==> src/rtl/yuv_pkg.sv <==
`default_nettype none
// ============================================================================
// Module   : yuv_pkg
// Purpose  : Shared types and constants for the 4:4:4 -> 4:2:2 packer.
//            Optional clamp limits are used when YUV422_CLAMP_EN is defined.
// Revision : 1.0 - initial release
// ============================================================================
package yuv_pkg;

  // Default sample width, matching the RGB->YUV datapath.
  localparam int BITS_DEF = 9;

  // Pixel-pairing state: EVEN waits for the first pixel, ODD holds it.
  typedef enum logic [0:0] {
    EVEN = 1'b0,
    ODD  = 1'b1
  } state_t;

  // One buffered pixel pair at the default sample width.
  typedef struct packed {
    logic [BITS_DEF-1:0] y0;
    logic [BITS_DEF-1:0] u;
    logic [BITS_DEF-1:0] y1;
    logic [BITS_DEF-1:0] v;
    logic                last;
  } pair_t;

  // Studio-swing limits applied when clamping is enabled.
  localparam int Y_MIN = 16;
  localparam int Y_MAX = 235;
  localparam int C_MIN = 16;
  localparam int C_MAX = 240;

endpackage : yuv_pkg
`default_nettype wire

==> src/rtl/yuv_pair_fifo.sv <==
`default_nettype none
// ============================================================================
// Module   : yuv_pair_fifo
// Purpose  : Single-clock FIFO of pixel-pair entries. Full/empty/count are
//            all taken from the registered occupancy counter.
// Revision : 1.0 - initial release
// ============================================================================
module yuv_pair_fifo #(
  parameter int DEPTH = 4,
  parameter int WIDTH = 37
) (
  input  logic                       clk,
  input  logic                       rst_n,
  input  logic                       push,
  input  logic [WIDTH-1:0]           push_data,
  input  logic                       pop,
  output logic [WIDTH-1:0]           pop_data,
  output logic                       full,
  output logic                       empty,
  output logic [$clog2(DEPTH):0]     count
);

  localparam int AW = $clog2(DEPTH);

  logic [WIDTH-1:0] mem [DEPTH];
  logic [AW-1:0]    wr_ptr;
  logic [AW-1:0]    rd_ptr;
  logic             do_push;
  logic             do_pop;

  assign full     = (count == (AW+1)'(DEPTH));
  assign empty    = (count == '0);
  assign do_push  = push && !full;
  assign do_pop   = pop && !empty;
  assign pop_data = mem[rd_ptr];

  // Storage, pointers (wrapping modulo DEPTH) and occupancy counter.
  always_ff @(posedge clk or negedge rst_n) begin
    if (!rst_n) begin
      for (int i = 0; i < DEPTH; i++) mem[i] <= '0;
      wr_ptr <= '0;
      rd_ptr <= '0;
      count  <= '0;
    end else begin
      if (do_push) begin
        mem[wr_ptr] <= push_data;
        wr_ptr      <= wr_ptr + 1'b1;
      end
      if (do_pop) rd_ptr <= rd_ptr + 1'b1;
      case ({do_push, do_pop})
        2'b10:   count <= count + 1'b1;
        2'b01:   count <= count - 1'b1;
        default: count <= count;
      endcase
    end
  end

endmodule : yuv_pair_fifo
`default_nettype wire

==> src/rtl/yuv422_packer.sv <==
`default_nettype none
// ============================================================================
// Module   : yuv422_packer
// Purpose  : Pairs 4:4:4 pixels, averages chroma and emits a 4:2:2 stream of
//            {Y0,Ua} / {Y1,Va} words through a pair FIFO. Odd-length lines
//            duplicate the final pixel. Define YUV422_CLAMP_EN to clamp Y to
//            [16,235] and averaged chroma to [16,240] at push time.
// Revision : 1.0 - initial release
// ============================================================================
module yuv422_packer
  import yuv_pkg::*;
#(
  parameter int BITS  = BITS_DEF,
  parameter int DEPTH = 4
) (
  input  logic              clk,
  input  logic              rst_n,
  input  logic [BITS-1:0]   in_y,
  input  logic [BITS-1:0]   in_u,
  input  logic [BITS-1:0]   in_v,
  input  logic              in_valid,
  input  logic              in_last,
  output logic              in_ready,
  output logic [2*BITS-1:0] out_data,
  output logic              out_csel,
  output logic              out_last,
  output logic              out_valid,
  input  logic              out_ready
);

  localparam int EW = 4*BITS + 1;

  // Same layout as yuv_pkg::pair_t, sized by this instance's BITS.
  typedef struct packed {
    logic [BITS-1:0] y0;
    logic [BITS-1:0] u;
    logic [BITS-1:0] y1;
    logic [BITS-1:0] v;
    logic            last;
  } entry_t;

  state_t          state, state_nxt;
  logic [BITS-1:0] hold_y, hold_u, hold_v;
  logic            phase;
  logic            accept;
  logic            push;
  entry_t          entry_raw, entry_push, entry_head;
  logic            fifo_full, fifo_empty;
  logic [$clog2(DEPTH):0] fifo_count;
  logic [BITS:0]   u_sum, v_sum;
  logic [BITS-1:0] ua, va;

  assign in_ready = !fifo_full;
  assign accept   = in_valid && in_ready;

  // Rounded average in BITS+1 bits; the halved result always fits in BITS.
  assign u_sum = {1'b0, hold_u} + {1'b0, in_u} + (BITS+1)'(1);
  assign v_sum = {1'b0, hold_v} + {1'b0, in_v} + (BITS+1)'(1);
  assign ua    = BITS'(u_sum >> 1);
  assign va    = BITS'(v_sum >> 1);

  // Pairing state register.
  always_ff @(posedge clk or negedge rst_n) begin
    if (!rst_n) state <= EVEN;
    else        state <= state_nxt;
  end

  // Next state and pair assembly; an odd tail duplicates its pixel.
  always_comb begin
    state_nxt = state;
    push      = 1'b0;
    entry_raw = '0;
    case (state)
      EVEN: begin
        if (accept) begin
          if (in_last) begin
            push      = 1'b1;
            entry_raw = '{y0: in_y, u: in_u, y1: in_y, v: in_v, last: 1'b1};
          end else begin
            state_nxt = ODD;
          end
        end
      end
      ODD: begin
        if (accept) begin
          push      = 1'b1;
          entry_raw = '{y0: hold_y, u: ua, y1: in_y, v: va, last: in_last};
          state_nxt = EVEN;
        end
      end
      default: state_nxt = EVEN;
    endcase
  end

`ifdef YUV422_CLAMP_EN
  localparam logic [BITS-1:0] Y_LO = BITS'(Y_MIN);
  localparam logic [BITS-1:0] Y_HI = BITS'(Y_MAX);
  localparam logic [BITS-1:0] C_LO = BITS'(C_MIN);
  localparam logic [BITS-1:0] C_HI = BITS'(C_MAX);

  function automatic logic [BITS-1:0] clamp(input logic [BITS-1:0] x,
                                            input logic [BITS-1:0] lo,
                                            input logic [BITS-1:0] hi);
    if (x < lo)      return lo;
    else if (x > hi) return hi;
    else             return x;
  endfunction

  // Clamp the assembled entry on its way into the FIFO (no added latency).
  always_comb begin
    entry_push      = entry_raw;
    entry_push.y0   = clamp(entry_raw.y0, Y_LO, Y_HI);
    entry_push.y1   = clamp(entry_raw.y1, Y_LO, Y_HI);
    entry_push.u    = clamp(entry_raw.u,  C_LO, C_HI);
    entry_push.v    = clamp(entry_raw.v,  C_LO, C_HI);
  end
`else
  assign entry_push = entry_raw;
`endif

  // First pixel of a pair is held until its partner arrives.
  always_ff @(posedge clk or negedge rst_n) begin
    if (!rst_n) begin
      hold_y <= '0;
      hold_u <= '0;
      hold_v <= '0;
    end else if (accept && state == EVEN && !in_last) begin
      hold_y <= in_y;
      hold_u <= in_u;
      hold_v <= in_v;
    end
  end

  yuv_pair_fifo #(
    .DEPTH (DEPTH),
    .WIDTH (EW)
  ) u_fifo (
    .clk       (clk),
    .rst_n     (rst_n),
    .push      (push),
    .push_data (entry_push),
    .pop       (out_valid && out_ready && phase),
    .pop_data  (entry_head),
    .full      (fifo_full),
    .empty     (fifo_empty),
    .count     (fifo_count)
  );

  // Serializer phase: 0 = {Y0,Ua}, 1 = {Y1,Va}; toggles on each handshake.
  always_ff @(posedge clk or negedge rst_n) begin
    if (!rst_n)                      phase <= 1'b0;
    else if (out_valid && out_ready) phase <= ~phase;
  end

  // Head entry is registered storage, so words hold steady under backpressure.
  assign out_valid = !fifo_empty;
  assign out_csel  = phase;
  assign out_last  = phase && entry_head.last;
  assign out_data  = phase ? {entry_head.y1, entry_head.v}
                           : {entry_head.y0, entry_head.u};

endmodule : yuv422_packer
`default_nettype wire

==> config.mk <==
export PLATFORM = sky130hd
export DESIGN_NAME = yuv422_packer
export DESIGN_NICKNAME = d
export VERILOG_FILES = /design/src/rtl/yuv_pkg.sv /design/src/rtl/yuv_pair_fifo.sv /design/src/rtl/yuv422_packer.sv
export SDC_FILE = /design/constraint.sdc
export NUM_CORES = 1
export LEC_CHECK = 0
export CORE_MARGIN = 1.5
export CORE_UTILIZATION = 55
export DETAILED_ROUTE_END_ITERATION = 10
export HOLD_SLACK_MARGIN = 0.15
export PLACE_DENSITY = 0.8
export SETUP_SLACK_MARGIN = 0.1
export SLEW_MARGIN = 20
export SYNTH_ARGS = -nofsm -noshare
export SYNTH_HDL_FRONTEND = slang
export SYNTH_SLANG_ARGS = --single-unit
==> constraint.sdc <==
create_clock -name clk -period 3.8 [get_ports clk]
set_clock_uncertainty 0.15 [all_clocks]
set_input_delay 0.38 -clock clk [delete_from_list [all_inputs] [get_ports clk]]
set_output_delay 0.38 -clock clk [all_outputs]
set_load 0.005 [all_outputs]
# ---- Word-level counts from Yosys, hierarchy flattened
# Cells that the tools add are included.
dict set report classes {
  magnitude_cmp 3
  n_reduce_logical 14
  bitwise_logic 4
  n_mux 20
  n_div 0
  n_shift 0
  multipliers 0
  addsub 8
  n_eq_ne 3
}
# operator n
set op_table {}
lappend op_table {{two-way mux 37 bit} 6}
lappend op_table {{bitwise mux 148 bit} 1}
lappend op_table {{binary-select mux 37 bit (select 2 bit)} 1}
lappend op_table {{demux 37 bit (select 2 bit)} 1}
lappend op_table {{case mux 37 bit (2 select lines)} 1}
lappend op_table {{adder 10 x 1 -> 10 bit, second input constant} 2}
lappend op_table {{adder 9 x 9 -> 10 bit} 2}
lappend op_table {{two-way mux 18 bit} 1}
lappend op_table {{logical AND 1 bit} 9}
lappend op_table {{>= comparator 3 bit, second input constant} 2}
lappend op_table {{two-way mux 1 bit} 6}
lappend op_table {{NOT 2 -> 3 bit} 2}
lappend op_table {{case mux 3 bit (2 select lines)} 1}
lappend op_table {{adder 2 x 1 -> 2 bit, second input constant} 2}
lappend op_table {{case mux 1 bit (2 select lines)} 2}
lappend op_table {{adder 3 x 1 -> 3 bit, second input constant} 1}
lappend op_table {{equality test 3 bit, second input constant} 1}
lappend op_table {{logical NOT 1 bit} 3}
lappend op_table {{logical NOT 3 bit} 1}
lappend op_table {{< comparator 3 x 1 -> 1 bit, second input constant} 1}
lappend op_table {{subtractor 3 x 1 -> 3 bit, second input constant} 1}
lappend op_table {{equality test 2 x 1 -> 1 bit, second input constant} 1}
lappend op_table {{equality test 2 bit, second input constant} 1}
lappend op_table {{NOT 1 bit} 2}
lappend op_table {{nonzero test 2 bit} 1}
dict set report totals {
  inputBits 32
  reg_bits 184
  latch_bits 0
  n_memories 0
  ram_bits 0
  rom_bits 0
  elab_cells 64
}

# ---- Depth between registers and ports, before layout
# Gate-level depths: netlist of the first run.
dict set report logic_depth {
  depth_word 8
  ltp_mapped 11
}

# ---- Hierarchy
# From an unflattened synthesis of the first run, not the netlist that was laid out.
dict set report unflattened {
  cells_unflattened 637
  hier_area_um2 9190.1
}
# module seq_area_each_um2 area_per_inst_um2 cells_each n_inst
set modules_own_cells {}
lappend modules_own_cells {yuv_pair_fifo 3878.7 6822.8 393 1}
lappend modules_own_cells {yuv422_packer 725.7 2367.3 244 1}

# ---- Least setup slack after synthesis of the first run
# No wires, ideal clock.
dict set report synth_timing {
  kind {in2reg}
  start {in in_u[1]}
  end {reg u_fifo.mem[100] in the netlist's numbering}
  stages 8
  setup_slack_ps 1535
  required_time_ps 3525
  t_arrival_ps 1991
  cell_sequence {inv_1 -> fa_1 -> nor2b_1 -> o31a_1 -> o2111ai_1 -> a21o_1 -> a32o_1 -> mux2_2}
}
dict set report synth_via {
  elab_chain_len 5
}
# item line
set synth_lines {}
lappend synth_lines {{start, declared} yuv422_packer.sv:19} ;# input logic [BITS-1:0] in_u,
lappend synth_lines {{adder 9 x 9 -> 10 bit} yuv422_packer.sv:57} ;# assign u_sum = {1'b0, hold_u} + {1'b0, in_u} + (BITS+1)'(1);
lappend synth_lines {{adder 10 x 1 -> 10 bit} yuv422_packer.sv:57}
lappend synth_lines {{two-way mux 37 bit} yuv422_packer.sv:85} ;# if (accept) begin
lappend synth_lines {{case mux 37 bit (2 select lines)} yuv422_packer.sv:73} ;# case (state)
lappend synth_lines {{bitwise mux 148 bit} yuv_pair_fifo.sv:46} ;# mem[wr_ptr] <= push_data;
lappend synth_lines {{end signal, assigned by index} yuv_pair_fifo.sv:46}
lappend synth_lines {{end, declared} yuv_pair_fifo.sv:25} ;# logic [WIDTH-1:0] mem [DEPTH];
# No other way between the ends.
# A chain may end at the register's enable or synchronous reset.

# ---- Worst setup path in the final report of the first run
dict set report layout_timing {
  start {reg u_fifo.rd_ptr[0]}
  end {out out_data[14]}
}
dict set report layout_via {
  elab_chain_len 5
}
# item line
set layout_lines {}
lappend layout_lines {{start, declared} yuv_pair_fifo.sv:27} ;# logic [AW-1:0] rd_ptr;
lappend layout_lines {{start signal, assigned} yuv_pair_fifo.sv:49} ;# if (do_pop) rd_ptr <= rd_ptr + 1'b1;
lappend layout_lines {{NOT 2 -> 3 bit (not written as such)} yuv_pair_fifo.sv:35} ;# assign pop_data = mem[rd_ptr];
lappend layout_lines {{binary-select mux 37 bit (select 2 bit)} yuv_pair_fifo.sv:35}
lappend layout_lines {{two-way mux 37 bit (not written as such) (2 in series)} yuv_pair_fifo.sv:35}
lappend layout_lines {{two-way mux 18 bit} yuv422_packer.sv:159} ;# assign out_data = phase ? {entry_head.y1, entry_head.v}
lappend layout_lines {{end, declared} yuv422_packer.sv:24} ;# output logic [2*BITS-1:0] out_data,
# No other way between the ends. The select of a mux whose other input is x is not followed.

==> results.py, run 1 <==
metrics = {
    "logic_synthesis": {
        "synth_area_leaders": "dfrtp_1 51%, mux4_2 9.3%, nand2_1 8.9%",
        "syn-num-nets": 880,
        "syn_area_sq_mm": 0.00896,
        "ys.flop_type": "dfrtp_1",
        "synth_cell_type_count": 45,
        "synth_seq_area_share": 0.514,
        "yosys_register_bits": 184,
        "synth_warnings": 0,
        "ys_async_sr_fraction": 1.00,
        "yosysTopAreaCellShare": 0.514,
        "netlist_instances": 824,
        "synth_area_per_cell_sq_um": 10.9,
        "synth_edf_count": 0,
        "synth_largest_area_cell": "dfrtp_1",
    },
    "clock_tree": {
        "post_cts_buffers": 0,
        "cts_sinks": 184,
        "worstSkewPairLatency_ns": 0.43,
        "cts_tree": "done",
        "cts_buffers": 17,
        "clockBufferDepth": 2,
        "cts.repair.resized": 0,
        "cts_max_level": 4,
        "clockRootBuffer": "clkbuf_16",
        "clkTransAtPathRegs_ns": 0.07,
    },
    "critical_path": {
        "worst_r2r_path_depth": 7,
        "critical_path_class": "flip-flop to output port",
        "endpoint_kind": "output port",
        "slowest_stage": "dfrtp_2",
        "reg2reg_from": "hold_v[2]",
        "path_cells": "buf_12 > mux4_2 > mux2_2 > clkdlybuf4s50_1",
        "worstPathRequired_ns": 3.27,
        "startpoint": "u_fifo.rd_ptr[0]",
        "cp-start-kind": "flip-flop",
        "max_stage_delay_ns": 0.82,
        "arrival_ns": 2.86,
        "path_max_fanout": 21,
    },
    "final_layout": {
        "final_cell_mix": "213 x nand2_1, 183 x dfrtp_1, 93 x o21ai_0",
        "area_growth_pct": 14.9,
        "nNetsFinal": 923,
        "drive_above_1_share": 0.173,
        "n_antenna_cell": 0,
        "design_area_sq_mm": 0.0103,
        "layout_commonest_cell": "nand2_1",
    },
    "grt": {
        "grt_util_met2": 0.432,
        "grt_pass1_vias": 6593,
        "grt_overflow": 0,
        "grt_max_degree": 88,
        "use_met1": 0.361,
        "top_usage_layer": "met2",
        "grt_pass1_wl_um": 34300,
        "grt.total_usage": 0.266,
        "grt_antenna_before_repair": 0,
        "gr-usage-met3": 0.0517,
    },
    "floorplan": {
        "start_util": 0.564,
        "boundaryPins": 54,
        "die_area_sq_mm": 0.0171,
        "fp-row-count": 46,
        "core_sq_mm": 0.0159,
        "die-width_um": 131,
        "die_h_um": 131,
    },
    "drt": {
        "drtIter0Drc": 609,
        "ant_nets": 0,
        "wl_per_cell_um": 19.2,
        "routed_wirelength_um": 21000,
        "drt_drc_violations_left": 0,
        "vias": 6428,
        "dr.pass1.iters": 5,
        "viasPerCell": 5.88,
    },
    "pwr": {
        "peakVddDrop_mv": 0.669,
        "p_sw_uw": 3050,
        "p_leak_uw": 0.00463,
        "p_per_area_mw_per_mm2": 838,
        "p_int_uw": 5570,
        "clock_power_share": 0.199,
        "swShare": 0.353,
        "power_frac_comb": 0.419,
        "p_seq_frac": 0.382,
    },
    "sta": {
        "fin_tns_setup_ns": 0,
        "setup_viol": 0,
        "post-route-period-util": 0.892,
        "slew_headroom": 0.441,
        "fin_crit_ns": 3.39,
        "rsz0062_at_grt": "false",
        "slew_viol_final": 0,
        "fmax_mhz": 295,
        "whs_ns": 0.327,
        "finalHoldViolations": 0,
        "worstMarginPinSlew_ns": 0.836,
    },
    "hold_path": {
        "hold_start": "u_fifo.mem[88]",
        "worstHoldPathCells": 2,
        "hp-class": "flip-flop to flip-flop",
    },
    "placed_design": {
        "gp_congestion": 0.841,
        "place_area_sq_mm": 0.00973,
        "portBuffers": 53,
        "hpwl_um": 13400,
    },
    "status": {
        "run_status": "finished, final reports clean",
    },
    "run": {
        "max-cap-violations": 0,
    },
}
## cell families after synthesis
kind of cell	count (synthesis)	share of synthesized area
muxes	100	0.172
AOI/OAI and AO/OA	159	0.104
DFF	184	0.514
adders and majority gates	24	0.0360
buffers and inverters	65	0.0318
and+or+nand+nor	274	0.125
xor gates and xnor gates	18	0.0176
## sequential cells by signal (all words and copies together), names as in the netlist
name	count
u_fifo.mem	148
hold_u	9
hold_v	9
hold_y	9
u_fifo.count	3
u_fifo.rd_ptr	2
u_fifo.wr_ptr	2
out_csel	1
state	1
## path summary, 6_finish.rpt
| kind | end | slack (ns) |
|---|---|---|
| max | out_data[14] | 0.41 |
| min | u_fifo.mem[88] | 0.33 |
| max reg2reg | u_fifo.mem[42] | 1.37 |
| min reg2reg | u_fifo.mem[88] | 0.33 |
| max in group asynchronous | u_fifo.mem[90] | 2.19 |
| min in group asynchronous | hold_v[6] | 0.44 |
## synthesized netlist by cell type (2+ instances only)
library cell / count
xnor2_1: 9
nand3_1: 4
nand2_1: 213
nor2b_1: 5
ha_1: 21
inv_1: 14
clkbuf_1: 21
mux4_2: 37
and3_1: 3
a41oi_1: 4
buf_1: 3
a211oi_1: 5
o21ai_0: 93
xor2_1: 9
a31oi_1: 5
and2_1: 6
nand3b_1: 2
fa_1: 3
a32o_1: 5
a22oi_1: 16
nor2_1: 34
nor3_2: 2
a21oi_1: 19
o2111ai_1: 2
a21o_1: 2
dfrtp_1: 184
buf_2: 23
mux2_2: 63
## repair_timing
action,CTS,global route
endpoints found under the hold margin,85,0
endpoints found under the setup margin,0,0
hold buffers,1,0
## per-stage QoR
stage	cells	setup slack [ns]	util	power (uW)
global route	1094	0.260	0.648	9140
global placement	1063	0.855	0.612	6730
CTS	1094	0.362	0.648	8630
floorplan	824	1.53	-	5630
detailed placement	1063	0.816	0.612	6870
finish	1094	0.411	0.648	8620
## critical path: cells and delay by family, from the launching register on
| kind | cells | cell delay (ns) |
|---|---|---|
| multiplexers | 2 | 0.84 |
| flip-flops | 1 | 0.82 |
| buffers and inverters | 2 | 0.76 |
## routing by layer
layer | up-vias | share of wire
met5 | - | 0
met4 | 0 | 0.022
met3 | 43 | 0.057
met2 | 237 | 0.49
met1 | 3199 | 0.43
li1 | 2949 | -
## power by group through the flow
| stage | logic (uW) | clock network [uW] | registers (uW) |
|---|---|---|---|
| floorplan | 2560 | 0 | 3060 |
| global placement | 3470 | 0 | 3260 |
| detailed placement | 3580 | 0 | 3290 |
| CTS | 3620 | 1730 | 3280 |
| global route | 3960 | 1800 | 3380 |
| finish | 3620 | 1710 | 3290 |
## area by class of cell
| cell class | instances | area (sq um) |
|---|---|---|
| clock buffers | 23 | 458 |
| clock inverters | 7 | 97.6 |
| fillers | 1249 | 5590 |
| inverters | 15 | 56.3 |
| multi-input cells | 575 | 4080 |
| flip-flops and latches | 184 | 4610 |
| well taps | 216 | 270 |
| repair buffers | 74 | 729 |
Power figures use the tool's default switching activity.
==> run 2, diff against run 1 <==
- CTS_BUF_LIST: unset -> sky130_fd_sc_hd__clkbuf_8
==> results.py, run 2 (same netlist as run 1, synthesis figures left out) <==
metrics = {
    "status": {
        "run_status": "finished, final reports clean",
    },
    "pwr": {
        "clock_power_share": 0.155,
        "peakVddDrop_mv": 0.638,
        "p_seq_frac": 0.403,
        "power_frac_comb": 0.442,
        "swShare": 0.362,
        "p_leak_uw": 0.00456,
        "p_sw_uw": 2930,
        "p_int_uw": 5170,
        "p_per_area_mw_per_mm2": 802,
    },
    "critical_path": {
        "max_stage_delay_ns": 0.82,
        "slowest_stage": "dfrtp_2",
        "worstPathRequired_ns": 3.27,
        "critical_path_class": "flip-flop to output port",
        "arrival_ns": 2.89,
        "endpoint_kind": "output port",
        "crit_family": "multiplexers",
        "path_max_fanout": 21,
        "crit_buf_inv": 2,
        "path_cells": "buf_12 > mux4_2 > mux2_2 > clkdlybuf4s50_1",
        "cp-start-kind": "flip-flop",
    },
    "sta": {
        "worstMarginPinSlew_ns": 0.822,
        "fmax_mhz": 292,
        "slew_headroom": 0.451,
        "fin_tns_setup_ns": 0,
        "post-route-period-util": 0.901,
        "setup_viol": 0,
        "finalHoldViolations": 0,
        "whs_ns": 0.331,
        "slew_viol_final": 0,
        "rsz0062_at_grt": "false",
        "fin_crit_ns": 3.42,
    },
    "floorplan": {
        "boundaryPins": 54,
        "die-width_um": 131,
        "die_area_sq_mm": 0.0171,
        "core_sq_mm": 0.0159,
        "die_h_um": 131,
        "start_util": 0.564,
        "fp-row-count": 46,
    },
    "clock_tree": {
        "worstSkewPairLatency_ns": 0.46,
        "cts_tree": "done",
        "cts_max_level": 4,
        "cts.repair.resized": 0,
        "cts_sinks": 184,
        "cts_buffers": 17,
        "clockBufferDepth": 2,
        "clockRootBuffer": "clkbuf_8",
        "clkTransAtPathRegs_ns": 0.09,
        "ctsHoldBuffers": 1,
        "post_cts_buffers": 0,
    },
    "grt": {
        "grt_pass1_vias": 6454,
        "grt_pass1_wl_um": 33600,
        "grt.total_usage": 0.259,
        "grt_antenna_before_repair": 0,
        "grt_overflow": 0,
        "grt_max_degree": 88,
    },
    "drt": {
        "drtIter0Drc": 530,
        "wl_per_cell_um": 18.4,
        "vias": 6341,
        "viasPerCell": 5.80,
        "dr.pass1.iters": 5,
        "ant_nets": 0,
        "routed_wirelength_um": 20200,
        "drt_drc_violations_left": 0,
    },
    "final_layout": {
        "nNetsFinal": 923,
        "final_cell_mix": "213 x nand2_1, 183 x dfrtp_1, 93 x o21ai_0",
        "fin_cells": 1094,
        "n_antenna_cell": 0,
        "regMostFlops": "u_fifo.mem",
        "area_growth_pct": 12.7,
        "drive_above_1_share": 0.173,
        "fill_cells": 1284,
        "layout_commonest_cell": "nand2_1",
        "largest_reg_flops": 148,
        "finish.utilization": 0.636,
        "multiInputGateArea_sq_mm": 0.00408,
        "regArea_sq_mm": 0.00461,
    },
    "placed_design": {
        "portBuffers": 53,
        "hpwl_um": 13400,
        "dpl.cell_count": 1063,
        "gp_congestion": 0.841,
    },
    "hold_path": {
        "hp-class": "flip-flop to flip-flop",
    },
    "run": {
        "max-cap-violations": 0,
    },
}
run 2: changes by cell type in the layout (fill, tap and decap cells not counted), sizes merged:
| cell | delta |
|---|---|
| inv | +5 |
| clkbuf | -5 |
run 2: path summary, 6_finish.rpt:
| path | startpoint | endpoint | slack [ns] | cells after the start |
|---|---|---|---|---|
| min in group asynchronous | rst_n | hold_v[5] | 0.40 | 2 |
| worst min-delay path | u_fifo.mem[52] | u_fifo.mem[52] | 0.33 | 2 |
| worst max-delay path | u_fifo.rd_ptr[0] | out_data[7] | 0.38 | 4 |
| worst min register to register | u_fifo.mem[52] | u_fifo.mem[52] | 0.33 | 2 |
| worst max register to register | hold_u[1] | u_fifo.mem[137] | 1.36 | 8 |
| max in group asynchronous | rst_n | u_fifo.mem[145] | 2.22 | 3 |
run 2: worst min-delay path, stage by stage, from the launching register on:
cell and delay (ns):
dfrtp_1 0.34, nand2_1 0.05, nand2_1 0.06
run 2: power by group through the flow:
stage | combinational (uW) | sequential [uW] | clock (uW)
floorplan | 2560 | 3060 | 0
global placement | 3470 | 3260 | 0
detailed placement | 3580 | 3290 | 0
CTS | 3600 | 3260 | 1270
global route | 3940 | 3370 | 1350
finish | 3580 | 3270 | 1250
run 2: final cells by class:
| cell class | instances | share of cell area |
|---|---|---|
| multi-input cells | 575 | 0.404 |
| well taps | 216 | 0.0267 |
| repair buffers | 74 | 0.0722 |
| inverters | 15 | 0.00557 |
| clock inverters | 12 | 0.0115 |
| clock buffers | 18 | 0.0245 |
| flip-flops and latches | 184 | 0.456 |
run 2: metal layers:
metal,part of all wire,vias to the layer above,global-route usage
li1,-,2951,-
met1,0.44,3150,0.363
met2,0.48,201,0.410
met3,0.055,39,0.0546
met4,0.023,0,0.0873
met5,0,-,0
run 2: through the flow:
step	area [sq um]	total power, uW	setup slack, ns
after floorplan	8960	5630	1.53
after global placement	9730	6730	0.855
after detailed placement	9730	6870	0.816
after CTS	10100	8130	0.309
after global routing	10100	8660	0.198
final	10100	8100	0.376
==> run 3, diff against run 2 <==
- CORE_UTILIZATION: 55 -> 40
- GPL_TIMING_DRIVEN: unset -> 1
- PLACE_DENSITY: 0.8 -> 0.62
- clock period: 3.8 -> 3.58 ns (I/O delays scaled with it)
==> results.py, run 3 (same netlist as run 1, synthesis figures left out) <==
metrics = {
    "status": {
        "run_status": "finished, final reports clean",
    },
    "grt": {
        "grt_antenna_before_repair": 0,
        "grt_max_degree": 78,
        "grt_pass1_wl_um": 35400,
        "grt_pass1_vias": 6541,
        "grt.total_usage": 0.193,
        "grt_overflow": 0,
    },
    "sta": {
        "rsz0062_at_grt": "false",
        "fmax_mhz": 317,
        "slew_headroom": 0.419,
        "worstMarginPinSlew_ns": 0.868,
        "post-route-period-util": 0.880,
        "finalHoldViolations": 0,
        "slew_viol_final": 0,
        "fin_crit_ns": 3.15,
        "setup_viol": 0,
        "fin_tns_setup_ns": 0,
    },
    "floorplan": {
        "die-width_um": 153,
        "fp-row-count": 54,
        "die_h_um": 153,
        "boundaryPins": 54,
        "core_sq_mm": 0.0219,
        "die_area_sq_mm": 0.0233,
        "start_util": 0.409,
    },
    "final_layout": {
        "n_antenna_cell": 0,
        "drive_above_1_share": 0.186,
        "regMostFlops": "u_fifo.mem",
        "fill_cells": 2088,
        "final_cell_mix": "213 x nand2_1, 182 x dfrtp_1, 93 x o21ai_0",
        "layout_commonest_cell": "nand2_1",
        "nNetsFinal": 927,
        "largest_reg_flops": 148,
        "area_growth_pct": 14.6,
    },
    "critical_path": {
        "slowest_stage": "dfrtp_2",
        "cp-start-kind": "flip-flop",
        "endpoint_kind": "output port",
        "arrival_ns": 2.64,
        "worstPathRequired_ns": 3.07,
        "startpoint": "u_fifo.rd_ptr[0]",
        "reg2reg_from": "hold_u[1]",
        "critical_path_class": "flip-flop to output port",
        "r2r_end": "u_fifo.mem[100]",
        "worst_r2r_path_depth": 8,
        "path_max_fanout": 9,
        "crit_family": "multiplexers",
        "max_stage_delay_ns": 0.58,
        "path_cells": "buf_4 > mux4_2 > mux2_2 > clkdlybuf4s50_1",
        "rrSetupSlack_ns": 1.18,
        "crit_buf_inv": 2,
    },
    "clock_tree": {
        "clkTransAtPathRegs_ns": 0.09,
        "worstSkewPairLatency_ns": 0.47,
        "cts_sinks": 184,
        "clockBufferDepth": 2,
        "post_cts_buffers": 0,
        "cts_buffers": 17,
        "cts_tree": "done",
        "cts_max_level": 4,
        "clockRootBuffer": "clkbuf_8",
    },
    "hold_path": {
        "hold_end": "out_csel",
        "hp-class": "primary input to flip-flop",
        "hold_start": "out_ready",
        "worstHoldPathCells": 3,
    },
    "pwr": {
        "p_leak_uw": 0.00459,
        "peakVddDrop_mv": 0.417,
        "p_per_area_mw_per_mm2": 846,
        "power.total_uw": 8690,
    },
    "drt": {
        "dr.pass1.iters": 4,
        "viasPerCell": 5.33,
        "routed_wirelength_um": 21100,
        "wl_per_cell_um": 18.1,
        "vias": 6207,
        "ant_nets": 0,
        "drt_drc_violations_left": 0,
        "drtIter0Drc": 361,
    },
    "placed_design": {
        "gp_congestion": 0.800,
        "portBuffers": 53,
        "hpwl_um": 13700,
    },
    "run": {
        "max-cap-violations": 0,
    },
}
## run 3: changes by cell type in the layout (fill, tap and decap cells not counted), sizes merged
cell    delta
bufinv     -1
clkinv     +3
buf        +4
clkbuf     -1
inv        +1
## run 3: final cells by class
type                       instances  area [sq um]  area share
clock buffer                      17           234      0.0228
clock inverter                    15           159      0.0155
inverter                          15          56.3     0.00548
multi-input combinational        575          4080       0.397
sequential                       184          4610       0.449
tap                              280           350      0.0341
timing repair buffer              78           785      0.0764
## run 3: repair_timing
item,CTS,global route
endpoints found under the setup margin,0,0
hold endpoints to repair,73,0
hold buffers,1,0
gates resized for setup,0,0
## run 3: worst max-delay path by stage
stage | endpoint | depth (start not counted)
floorplan | u_fifo.mem[100] | 8
global placement | u_fifo.mem[26] | 9
detailed placement | u_fifo.mem[100] | 9
CTS | out_data[11] | 4
global route | out_data[11] | 4
finish | out_data[10] | 4
## run 3: layer usage
metal | track usage | wire, um | part of all wire
met5 | 0 | 0 | 0
met4 | 0.0655 | 366 | 0.017
met3 | 0.0256 | 560 | 0.027
met2 | 0.314 | 10100 | 0.48
met1 | 0.268 | 10100 | 0.48
## run 3: worst reg2reg max path, stage by stage (launching register included)
cell and delay, ns:
dfrtp_1 0.39, inv_1 0.07, fa_1 0.43, nor2b_1 0.16, o31a_1 0.18, o2111ai_1 0.14
a21o_1 0.21, a32o_1 0.29, mux2_2 0.27
## run 3: through the flow
step	utilization	instances	cell area [sq um]	hold slack [ns]	setup WS [ns]
3_5_place_dp	0.451	1131	9870	0.309	0.647
6_report	0.469	1164	10300	0.315	0.429
5_1_grt	0.469	1164	10300	0.348	0.278
3_3_place_gp	0.451	1131	9870	0.304	0.654
2_1_floorplan	-	824	8960	-0.0876	1.34
4_1_cts	0.469	1164	10300	0.300	0.362
## run 3: power by group
| group | switching [uW] | internal (uW) |
|---|---|---|
| logic | 1890 | 1980 |
| clock network | 827 | 580 |
| registers | 495 | 2910 |
| total | 3220 | 5470 |
